`src/rtl/wt_dcache_rd_arb.sv`:
```
// wt_dcache_rd_arb
// Read-port arbiter for the write-through dcache memory. The load unit, PTW
// and write buffer share one data/tag read port. Two priority classes with
// round-robin inside each class, a starvation guard that forces a low-class
// grant after StarveLimit consecutive low-class losses, and blocking of all
// grants while a cacheline write/invalidate or single-word write is pending.
//
// Handshake: rd_req_i[p] is a request that stays high until rd_ack_o[p]
// (same cycle, combinational). A requester may drop without being acked.
// The response strobe rsp_vld_o/rsp_port_o follows an ack by exactly one
// cycle, aligned with cmp_tag_o for the tag compare stage.
//
// Optional feature: define WT_DCACHE_RD_ARB_STATS_EN to build the saturating
// 32-bit blocked-cycle counter on stall_cnt_o; otherwise stall_cnt_o is 0.
module wt_dcache_rd_arb #(
  parameter int NumPorts    = 3,
  parameter int TagWidth    = 44,
  parameter int IdxWidth    = 8,
  parameter int OffWidth    = 4,
  parameter int StarveLimit = 8
) (
  input  logic                         clk_i,
  input  logic                         rst_i,
  input  logic [NumPorts-1:0]          rd_prio_i,
  input  logic [NumPorts-1:0]          rd_req_i,
  input  logic [NumPorts*TagWidth-1:0] rd_tag_i,
  input  logic [NumPorts*IdxWidth-1:0] rd_idx_i,
  input  logic [NumPorts*OffWidth-1:0] rd_off_i,
  input  logic [NumPorts-1:0]          rd_tag_only_i,
  output logic [NumPorts-1:0]          rd_ack_o,
  input  logic                         wr_cl_vld_i,
  input  logic                         wr_req_i,
  output logic                         mem_req_o,
  output logic [IdxWidth-1:0]          mem_idx_o,
  output logic [OffWidth-1:0]          mem_off_o,
  output logic                         mem_tag_only_o,
  output logic [TagWidth-1:0]          cmp_tag_o,
  output logic                         rsp_vld_o,
  output logic [NumPorts-1:0]          rsp_port_o,
  output logic                         busy_o,
  output logic [31:0]                  stall_cnt_o
);

  localparam int PW = (NumPorts > 1) ? $clog2(NumPorts) : 1;
  localparam int SW = $clog2(StarveLimit + 1);
  localparam logic [PW-1:0] PtrRst    = PW'(NumPorts - 1);
  localparam logic [SW-1:0] StarveMax = SW'(StarveLimit);

  logic [PW-1:0]       ptr_hi_q, ptr_hi_d;
  logic [PW-1:0]       ptr_lo_q, ptr_lo_d;
  logic [SW-1:0]       starve_q, starve_d;
  logic                rsp_vld_q, rsp_vld_d;
  logic [NumPorts-1:0] rsp_port_q, rsp_port_d;
  logic [TagWidth-1:0] cmp_tag_q, cmp_tag_d;

  logic [NumPorts-1:0] hi_req, lo_req, cls_req;
  logic [PW-1:0]       cls_ptr;
  logic                blocked, use_lo, found, grant;
  logic [PW-1:0]       win;

  // Split requests into classes and decide which class competes this cycle
  always_comb begin
    hi_req  = rd_req_i & rd_prio_i;
    lo_req  = rd_req_i & ~rd_prio_i;
    blocked = wr_cl_vld_i | wr_req_i;
    use_lo  = ((starve_q == StarveMax) && (|lo_req)) || !(|hi_req);
    cls_req = use_lo ? lo_req : hi_req;
    cls_ptr = use_lo ? ptr_lo_q : ptr_hi_q;
  end

  // Round-robin search inside the chosen class, starting after its pointer
  always_comb begin
    found = 1'b0;
    win   = '0;
    for (int i = 0; i < NumPorts; i++) begin
      int            p;
      logic [PW-1:0] cand;
      p = int'(cls_ptr) + 1 + i;
      if (p >= NumPorts) p = p - NumPorts;
      cand = PW'(p);
      if (!found && cls_req[cand]) begin
        found = 1'b1;
        win   = cand;
      end
    end
    grant = !rst_i && !blocked && found;
  end

  // Same-cycle grant and memory-port mux; everything zero without a grant
  always_comb begin
    rd_ack_o = '0;
    for (int i = 0; i < NumPorts; i++) begin
      rd_ack_o[i] = grant && (win == PW'(i));
    end
    mem_req_o      = grant;
    mem_idx_o      = grant ? rd_idx_i[int'(win)*IdxWidth +: IdxWidth] : '0;
    mem_off_o      = grant ? rd_off_i[int'(win)*OffWidth +: OffWidth] : '0;
    mem_tag_only_o = grant ? rd_tag_only_i[win] : 1'b0;
  end

  // Next state: class pointer, compare tag, response strobe, starvation count
  always_comb begin
    ptr_hi_d   = ptr_hi_q;
    ptr_lo_d   = ptr_lo_q;
    cmp_tag_d  = cmp_tag_q;
    rsp_vld_d  = grant;
    rsp_port_d = rd_ack_o;
    starve_d   = starve_q;
    if (grant) begin
      if (use_lo) ptr_lo_d = win;
      else        ptr_hi_d = win;
      cmp_tag_d = rd_tag_i[int'(win)*TagWidth +: TagWidth];
    end
    // Blocked cycles leave the starvation count untouched
    if (!blocked) begin
      if (!(|lo_req) || (grant && use_lo)) begin
        starve_d = '0;
      end else if (grant && (starve_q != StarveMax)) begin
        starve_d = starve_q + 1'b1;
      end
    end
  end

  // Arbiter state registers
  always_ff @(posedge clk_i) begin
    if (rst_i) begin
      ptr_hi_q   <= PtrRst;
      ptr_lo_q   <= PtrRst;
      starve_q   <= '0;
      rsp_vld_q  <= 1'b0;
      rsp_port_q <= '0;
      cmp_tag_q  <= '0;
    end else begin
      ptr_hi_q   <= ptr_hi_d;
      ptr_lo_q   <= ptr_lo_d;
      starve_q   <= starve_d;
      rsp_vld_q  <= rsp_vld_d;
      rsp_port_q <= rsp_port_d;
      cmp_tag_q  <= cmp_tag_d;
    end
  end

  assign rsp_vld_o  = rsp_vld_q;
  assign rsp_port_o = rsp_port_q;
  assign cmp_tag_o  = cmp_tag_q;
  assign busy_o     = (|rd_req_i) | rsp_vld_q;

`ifdef WT_DCACHE_RD_ARB_STATS_EN
  logic [31:0] stall_cnt_q, stall_cnt_d;

  // Count cycles where a pending read is held off by a write
  always_comb begin
    stall_cnt_d = stall_cnt_q;
    if ((|rd_req_i) && blocked && (stall_cnt_q != 32'hFFFF_FFFF)) begin
      stall_cnt_d = stall_cnt_q + 32'd1;
    end
  end

  // Blocked-cycle counter register
  always_ff @(posedge clk_i) begin
    if (rst_i) stall_cnt_q <= '0;
    else       stall_cnt_q <= stall_cnt_d;
  end

  assign stall_cnt_o = stall_cnt_q;
`else
  assign stall_cnt_o = 32'd0;
`endif

endmodule
```
`config.mk`:
```
export PLATFORM = sky130hd
export DESIGN_NAME = wt_dcache_rd_arb
export DESIGN_NICKNAME = d
export VERILOG_FILES = /design/src/rtl/wt_dcache_rd_arb.sv
export SDC_FILE = /design/constraint.sdc
export NUM_CORES = 1
export LEC_CHECK = 0
export CORE_AREA = 2 2 110 112
export CTS_CLUSTER_SIZE = 28
export DETAILED_ROUTE_END_ITERATION = 12
export DIE_AREA = 0 0 112 114
export PLACE_DENSITY_LB_ADDON = 0.12
export SLEW_MARGIN = 25
export SYNTH_ARGS = -nofsm -noshare
export SYNTH_HDL_FRONTEND = slang
export SYNTH_SLANG_ARGS = --single-unit
```
`constraint.sdc`:
```
create_clock -name clk_i -period 5.3 [get_ports clk_i]
set_input_delay 0.53 -clock clk_i [delete_from_list [all_inputs] [get_ports clk_i]]
set_output_delay 0.53 -clock clk_i [all_outputs]
set_load 0.03 [all_outputs]
```
# ---- Word-level counts from Yosys, hierarchy flattened
# Index checks and enable logic that the tools add are counted.
dict set report totals {
  reg_bits 56
  in_bits 181
  elab_cells 85
  out_inout_bits 98
}
dict set report op_classes {
  n_eq_ne 4
  n_lt_le_gt_ge 7
  bitwise 7
  n_reduce_logical 26
  add_sub_neg 7
  shift 3
  n_mux 24
  mul 1
}
# operator n
set op_table {}
lappend op_table {{$shiftx A132 B9 Y44} 1}
lappend op_table {{$shiftx A24 B6 Y8} 1}
lappend op_table {{$mux W2} 7}
lappend op_table {{$lt A2 B3 Y1 const B} 4}
lappend op_table {{$mux W4} 3}
lappend op_table {{$shiftx A12 B5 Y4} 1}
lappend op_table {{$logic_and A1 B1 Y1} 10}
lappend op_table {{$reduce_or A3 Y1} 3}
lappend op_table {{$bmux W1 S2} 4}
lappend op_table {{$ge A4 B2 Y1 const B} 2}
lappend op_table {{$mux W1} 8}
lappend op_table {{$mux W8} 1}
lappend op_table {{$and A3 B3 Y3} 2}
lappend op_table {{$logic_not A1 Y1} 6}
lappend op_table {{$mul A2 B4 Y6 const B} 1}
lappend op_table {{$reduce_and A2 Y1} 3}
lappend op_table {{$sub A2 B2 Y2 const B} 3}
lappend op_table {{$add A3 B1 Y4 const B} 1}
lappend op_table {{$add A3 B2 Y4 const B} 1}
lappend op_table {{$add A4 B1 Y4 const B} 1}
lappend op_table {{$eq A4 B4 Y1 const B} 1}
lappend op_table {{$ne A4 B4 Y1 const B} 1}
lappend op_table {{$add A2 B1 Y3 const B} 1}
lappend op_table {{$ge A3 B2 Y1 const B} 1}
lappend op_table {{9 further kinds} 12}

# ---- Depth between registers and ports, before layout
# Gate-level depths: netlist (run 1).
dict set report logic_depth {
  depth_word 23
  ltp_mapped 21
}

# ---- Worst setup path after synthesis (run 1)
# Ideal clock, no wire load.
dict set report synth_path {
  kind {input to output}
  from {input port rd_req_i[0]}
  to {output port mem_idx_o[0]}
  n_path_buf 4
  arrival_ns 4.266
  slack_ns 0.504
  path_stages 14
  path_cell_list {a222oi_1 -> o21ai_0 -> and2_1 -> clkbuf_1 -> ha_1 -> buf_1 -> nor2b_1 -> o21a_1 -> or4b_1 -> clkbuf_1 -> nand2_1 -> clkbuf_1 -> nand3_1 -> a21oi_1}
}
dict set report synth_via {
  elab_chain_cells 19
  elab_cells_between_ends 40
  classes_between {add/sub: 6; order compare: 3; shift: 1; mux: 18; bitwise: 2; reduce/logical: 10}
}
# item line_no
set synth_lines {}
lappend synth_lines {{from (decl)} 25} ;# input logic [NumPorts-1:0] rd_req_i,
lappend synth_lines {{branches (longest 18 deep; another with $add A3 B1 Y4)} -}
lappend synth_lines {{$mux W8 (*)} 96} ;# mem_idx_o = grant ? rd_idx_i[int'(win)*IdxWidth +: IdxWidth] : '0;
lappend synth_lines {{to (decl)} 34} ;# output logic [IdxWidth-1:0] mem_idx_o,
# Mark *: on every way between the ends. The select of a mux whose other input is x is not followed.

# ---- Final worst setup path (run 1)
dict set report layout_path {
  from {input port rd_prio_i[0]}
  to {output port rd_ack_o[1]}
}
dict set report layout_via {
  elab_chain_cells 20
  elab_cells_between_ends 41
  classes_between {add/sub: 6; order compare: 3; eq/ne: 1; mux: 17; bitwise: 3; reduce/logical: 11}
}
# item line_no
set layout_lines {}
lappend layout_lines {{from (decl)} 24} ;# input logic [NumPorts-1:0] rd_prio_i,
lappend layout_lines {{branches (longest 19 deep; another with $add A3 B1 Y4)} -}
lappend layout_lines {{$logic_and A1 B1 Y1 (*)} 93} ;# rd_ack_o[i] = grant && (win == PW'(i));
lappend layout_lines {{to (decl)} 30} ;# output logic [NumPorts-1:0] rd_ack_o,
# Marked as above.

==> results.json, run 1 <==
{
  "critPathLaunchType": "input port",
  "place_area_um2": 6190,
  "cts_tree": "built",
  "p_leak_uw": 0.00249,
  "max_slew_margin_pct": 43.8,
  "wl_per_cell_um": 18.5,
  "ys_seq_area_share_pct": 30.1,
  "hold_class": "flop to flop",
  "r2r-end": "cmp_tag_o[6]$_SDFFE_PP0N_",
  "cts_sinks": 56,
  "finalNetCount": 881,
  "synth.distinct_cells": 58,
  "synth_edf_count": 0,
  "die-area_um2": 12800,
  "finalHoldViolations": 0,
  "root_buffer": "clkbuf_16",
  "max_freq_mhz": 197,
  "crit_required_ns": 4.77,
  "grt_remaining_overflow": 0,
  "clockBufferDepth": 2,
  "p_sw_share_pct": 36.9,
  "insertedDiodeCount": 0,
  "slew_viol_final": 0,
  "num-fill-cells": 1123,
  "synth_area_leaders": "dfxtp_1 (30%), buf_4 (6.5%), a221oi_1 (6.4%)",
  "ir_drop_mv": 0.147,
  "hp-start": "starve_q[3]$_SDFFE_PP0P_",
  "seq_area_um2": 1120,
  "p_per_area_nw_per_um2": 251,
  "grt_pass1_wl_um": 23800,
  "seqPwrFrac_pct": 30.9,
  "initial_core_util_pct": 31.8,
  "setup_viol": 0,
  "syn_area_um2": 3720,
  "critical_path.max_fanout": 9,
  "vias_per_cell": 5.36,
  "yosysTopAreaCell": "dfxtp_1",
  "most-common-layout-cells": "clkdlybuf4s50_1 (231), dfxtp_1 (56), inv_1 (53)",
  "ant_nets": 0,
  "synth_flop_cell": "dfxtp_1",
  "ys_ff_latch": 56,
  "vias": 4528,
  "fin_skew_ns": 0.00549,
  "rr_startpoint": "starve_q[0]$_SDFFE_PP0P_",
  "finalSetupTns_ns": 0,
  "crit_type": "input port to primary output",
  "status": "finished, final reports clean",
  "path_clk_slew_ns": 0.07,
  "hpwl_um": 11900,
  "ys_warn_count": 0,
  "syn-instance-count": 459,
  "comb_power_share_pct": 44.9,
  "reg2reg_depth": 15,
  "finalCritPeriodShare_pct": 95.7,
  "clkPwrFrac_pct": 24.2,
  "synth.avg_cell_area_um2": 8.10,
  "gp_congestion": 0.860,
  "grt_pass1_vias": 4492,
  "port_buffers": 246,
  "die_w_um": 112,
  "drive_above_1_share_pct": 9.04,
  "grt_max_degree": 35,
  "num_rows": 40,
  "cts_made_buffers": 5,
  "yosys.area.top_type_share_pct": 30.1,
  "final_area_um2": 6420,
  "maxCapViolations": 0,
  "core_um2": 11700,
  "io_pins": 279,
  "grtUsageTotal_pct": 23.3,
  "drtPass1Iterations": 5,
  "min_period_ns": 5.07,
  "synthArstFlopShare_pct": 0,
  "syn_to_final_growth_pct": 72.6,
  "end_kind": "primary output",
  "drt_iter0_drc": 206,
  "reg2reg_slack_ns": 0.90,
  "crit_arrival_ns": 4.54,
  "multiInputGateArea_um2": 2130,
  "power.switching_uw": 594,
  "p_int_uw": 1020,
  "drc": 0,
  "grt_antenna_before_repair": 0,
  "final_common_cell": "clkdlybuf4s50_1",
  "htreeDepth": 2,
  "die_h_um": 114,
  "drt-total-wl_um": 15600,
  "clk_latency_ns": 0.30,
  "hold_depth": 2,
  "worst_pin_slew_ns": 0.842,
  "cts_hold_buf": 0,
  "holdPathEnd": "starve_q[3]$_SDFFE_PP0P_"
}
-- synth_stat cells, types with 2 or more instances --
cell and number:
or3_1 3, ha_1 4, buf_6 2, o21ai_0 35, nor2b_1 6, dfxtp_1 56, nor3_1 2, a222oi_1 2
inv_1 53, a21oi_1 26, nand4_1 2, a221oi_1 27, buf_4 32, o32ai_1 26, clkbuf_1 24, nand3_1 25
nor2_1 10, nor4b_1 2, a21o_1 4, o211ai_1 4, buf_2 8, a211oi_1 2, nand2_1 9, nand2b_1 4
a221o_1 18, o2bb2ai_1 16, o21ba_2 2, o31a_1 2, or2_2 2, and2_1 2, a22oi_1 16, buf_1 4
o32a_1 2, o311ai_0 3
-- worst max-delay path: stages --
cell	delay, ns
clkdlybuf4s50_1	0.56
a222oi_1	0.47
buf_4	0.20
buf_4	0.11
nand2b_1	0.10
o211ai_1	0.13
ha_1	0.48
nor2b_1	0.11
o211ai_1	0.10
nand3_1	0.14
or4b_1	0.61
o21ai_2	0.27
nor2_2	0.10
clkdlybuf4s50_1	0.62
-- flip-flops by register name, summed over array words and instances, names as in the netlist --
register	cells
cmp_tag_o	44
rsp_port_o	3
rsp_vld_o	1
ptr_lo_q	2
starve_q	4
ptr_hi_q	2
-- kinds of logic (layout without fill, tap and decap cells) --
kind of cell / after synthesis / after routing / share of synthesized area (%)
compound gates: 198 / 198 / 40.6
fa+ha+maj: 4 / 4 / 1.35
buf+inv: 125 / 332 / 16.6
flops: 56 / 56 / 30.1
mux: 1 / 1 / 0.269
other cells: 1 / 32 / 0.101
simple gates: 74 / 74 / 11.0
-- power by group through the flow --
stage | logic, µW | registers, µW | clock network [µW]
6_report | 722 | 497 | 390
5_1_grt | 774 | 503 | 415
4_1_cts | 721 | 497 | 395
3_5_place_dp | 718 | 505 | 0
3_3_place_gp | 714 | 504 | 0
2_1_floorplan | 319 | 594 | 0
-- how the worst max path moves through the flow --
stage               cells after the start    startpoint              to
finish                                 14  rd_prio_i[0]     rd_ack_o[1]
global placement                       13   rd_req_i[2]     rd_ack_o[1]
CTS                                    11  rd_prio_i[0]     rd_ack_o[1]
floorplan                              14   rd_req_i[0]    mem_idx_o[0]
detailed placement                     11  rd_prio_i[0]     rd_ack_o[1]
global route                           15  rd_prio_i[0]  mem_tag_only_o
-- routing by layer --
| metal | vias up | global-route usage [%] | part of all wire, % |
|---|---|---|---|
| met5 | - | 0 | 0 |
| met4 | 0 | 6.42 | 2.1 |
| met3 | 23 | 7.12 | 7.6 |
| met2 | 178 | 42.1 | 51 |
| met1 | 2173 | 26.8 | 39 |
| li1 | 2154 | - | - |
-- timing repair --
action | CTS | global route
gates resized for setup | 0 | 4
buffers inserted | 0 | 6
endpoints found under the setup margin | 0 | 16
-- through the flow --
| step | hold slack (ns) | power, µW | util (%) | std cells | setup slack [ns] |
|---|---|---|---|---|---|
| final | 0.512 | 1610 | 54.8 | 844 | 0.226 |
| after global routing | 0.535 | 1690 | 54.8 | 844 | -0.00822 |
| after CTS | 0.499 | 1610 | 54.3 | 838 | 0.0370 |
| after detailed placement | 0.487 | 1220 | 52.8 | 830 | 0.0588 |
| after global placement | 0.482 | 1220 | 52.8 | 830 | 0.143 |
| after floorplan | 0.452 | 912 | - | 490 | 0.504 |
-- final cells by class --
| cell class | count | share of cell area, % |
|---|---|---|
| inverters | 55 | 3.26 |
| clock buffers | 5 | 1.95 |
| flip-flops and latches | 56 | 17.5 |
| well taps | 147 | 2.87 |
| repair buffers | 269 | 40.7 |
| multi-input cells | 309 | 33.1 |
| clock inverters | 3 | 0.663 |
Power figures use the tool's default switching activity.
==> run 2: changes to the inputs <==
GPL_TIMING_DRIVEN = 1   (was unset)
==> results of run 2 <==
Final layout, timing and power as in run 1 (identical DEF).
==> run 3: changes to the inputs <==
CTS_BUF_LIST = sky130_fd_sc_hd__clkbuf_8   (was unset)
==> run 3 against run 2 <==
Worst setup slack improved by 0.013 ns. Via count rose by 0.33%. Sequential share of layout area rose by 0.15 points. Final area fell by 0.88%. Clock power fell by 24%. Routed wire length fell by 0.46%. First-iteration DRC count rose by 1.9%. Count of clock-buffer cells in the layout did not move. Critical path depth did not move. Fmax rose by 0.25%. Largest power group unchanged. Highest routed layer unchanged.
==> results.json, run 3 (synthesis gave the netlist of run 1 again) <==
{
  "most-common-layout-cells": "clkdlybuf4s50_1 (231), dfxtp_1 (56), inv_1 (53)",
  "grt_pass1_vias": 4483,
  "grt_remaining_overflow": 0,
  "port_buffers": 246,
  "crit_arrival_ns": 4.53,
  "drtPass1Iterations": 5,
  "final_common_cell": "clkdlybuf4s50_1",
  "largest_reg_flops": 44,
  "min_period_ns": 5.06,
  "rr_startpoint": "starve_q[0]$_SDFFE_PP0P_",
  "hpwl_um": 11900,
  "die_w_um": 112,
  "io_pins": 279,
  "hp-start": "starve_q[3]$_SDFFE_PP0P_",
  "holdPathEnd": "starve_q[3]$_SDFFE_PP0P_",
  "clk_latency_ns": 0.32,
  "hold_class": "flop to flop",
  "finalHoldViolations": 0,
  "clockBufferDepth": 2,
  "reg2reg_depth": 15,
  "drt_iter0_drc": 210,
  "status": "finished, final reports clean",
  "cp_num_buf_inv": 4,
  "reg2reg_slack_ns": 0.91,
  "cp_cell_sequence": "clkdlybuf4s50_1 > a222oi_1 > buf_4 > buf_4 > nand2b_1 > o211ai_1 > ha_1 > nor2b_1 > o211ai_1 > nand3_1 > or4b_1 > o21ai_2 > nor2_2 > clkdlybuf4s50_1",
  "finalNetCount": 881,
  "ant_nets": 0,
  "cp_slowest_cell": "or4b_1",
  "insertedDiodeCount": 0,
  "end_kind": "primary output",
  "grt_pass1_wl_um": 23700,
  "cts_made_buffers": 5,
  "p_leak_uw": 0.00246,
  "gp_congestion": 0.860,
  "htreeDepth": 2,
  "p_per_area_nw_per_um2": 238,
  "worst_pin_slew_ns": 0.844,
  "crit_type": "input port to primary output",
  "setup_viol": 0,
  "grtUsageTotal_pct": 23.2,
  "cpLargestDelayFamily": "buffers and inverters",
  "layout.cells.non_filler": 844,
  "syn_to_final_growth_pct": 71.1,
  "max_freq_mhz": 198,
  "die_h_um": 114,
  "drive_above_1_share_pct": 9.04,
  "r2r-end": "cmp_tag_o[6]$_SDFFE_PP0N_",
  "drt-total-wl_um": 15500,
  "path_clk_slew_ns": 0.10,
  "num_rows": 40,
  "finalCritPeriodShare_pct": 95.5,
  "placedCellCount": 830,
  "grt_max_degree": 35,
  "fin_skew_ns": 0.00699,
  "critical_path.max_fanout": 9,
  "wl_per_cell_um": 18.4,
  "drc": 0,
  "grt_antenna_before_repair": 0,
  "cts_tree": "built",
  "crit_required_ns": 4.77,
  "hold_depth": 2,
  "vias_per_cell": 5.38,
  "critPathLaunchType": "input port",
  "ir_drop_mv": 0.120,
  "worst_path_largest_cell_delay_ns": 0.61,
  "cts_sinks": 56,
  "die-area_um2": 12800,
  "root_buffer": "clkbuf_8",
  "core_um2": 11700,
  "initial_core_util_pct": 31.8,
  "vias": 4543,
  "max_slew_margin_pct": 43.7,
  "fin_util_pct": 54.3,
  "slew_viol_final": 0,
  "cts_hold_buf": 0,
  "maxCapViolations": 0
}
==> run 3: cell count changes in the layout (fill, tap and decap cells not counted) <==
cell,before,now
clkbuf_16,5,0
clkbuf_8,0,5
==> run 3: routing by layer <==
| layer | track usage, % | wire (µm) | up-vias |
|---|---|---|---|
| met1 | 26.8 | 6020 | 2175 |
| met5 | 0 | 0 | - |
| met2 | 41.8 | 7990 | 193 |
| met4 | 6.18 | 296 | 0 |
| met3 | 7.12 | 1230 | 19 |
| li1 | - | - | 2156 |
==> run 3: worst max-delay path by stage <==
stage / start / to / slack [ns] / depth (start not counted)
after floorplan: rd_req_i[0] / mem_idx_o[0] / 0.50 / 14
after global placement: rd_req_i[2] / rd_ack_o[1] / 0.14 / 13
after detailed placement: rd_prio_i[0] / rd_ack_o[1] / 0.06 / 11
final: rd_prio_i[0] / rd_ack_o[1] / 0.24 / 14
after global routing: rd_prio_i[0] / mem_tag_only_o / -0.008 / 15
after CTS: rd_prio_i[0] / rd_ack_o[1] / 0.04 / 11
==> run 3: what timing repair did <==
action                     in CTS  in global routing
setup endpoints to repair       0                 16
buffers inserted                0                  6
gates resized for setup         0                  4
==> run 3: report_power, final <==
part           internal, µW  switching, µW
clock                   140            154
sequential              470           26.6
combinational           322            400
total                   933            581
==> run 3: through the flow <==
stage	setup slack, ns	cell area (µm²)	power, µW	hold WS (ns)	setup TNS [ns]
final	0.239	6360	1510	0.511	0
after global routing	-0.00822	6360	1600	0.541	-0.0160
after detailed placement	0.0588	6190	1220	0.487	0
after global placement	0.143	6190	1220	0.482	0
after CTS	0.0370	6300	1520	0.503	0
after floorplan	0.504	3830	912	0.452	0
==> run 3: area by class of cell <==
| type | count | area [µm²] |
|---|---|---|
| clock inverters | 3 | 42.5 |
| repair buffers | 269 | 2610 |
| well taps | 147 | 184 |
| flip-flops and latches | 56 | 1120 |
| clock buffers | 5 | 68.8 |
| fillers | 1130 | 5350 |
| multi-input cells | 309 | 2130 |
| inverters | 55 | 209 |
==> run 3: tightest hold or removal path: stages (launching register included) <==
cell	delay [ns]
dfxtp_1	0.35
nand3_1	0.07
a21oi_1	0.05
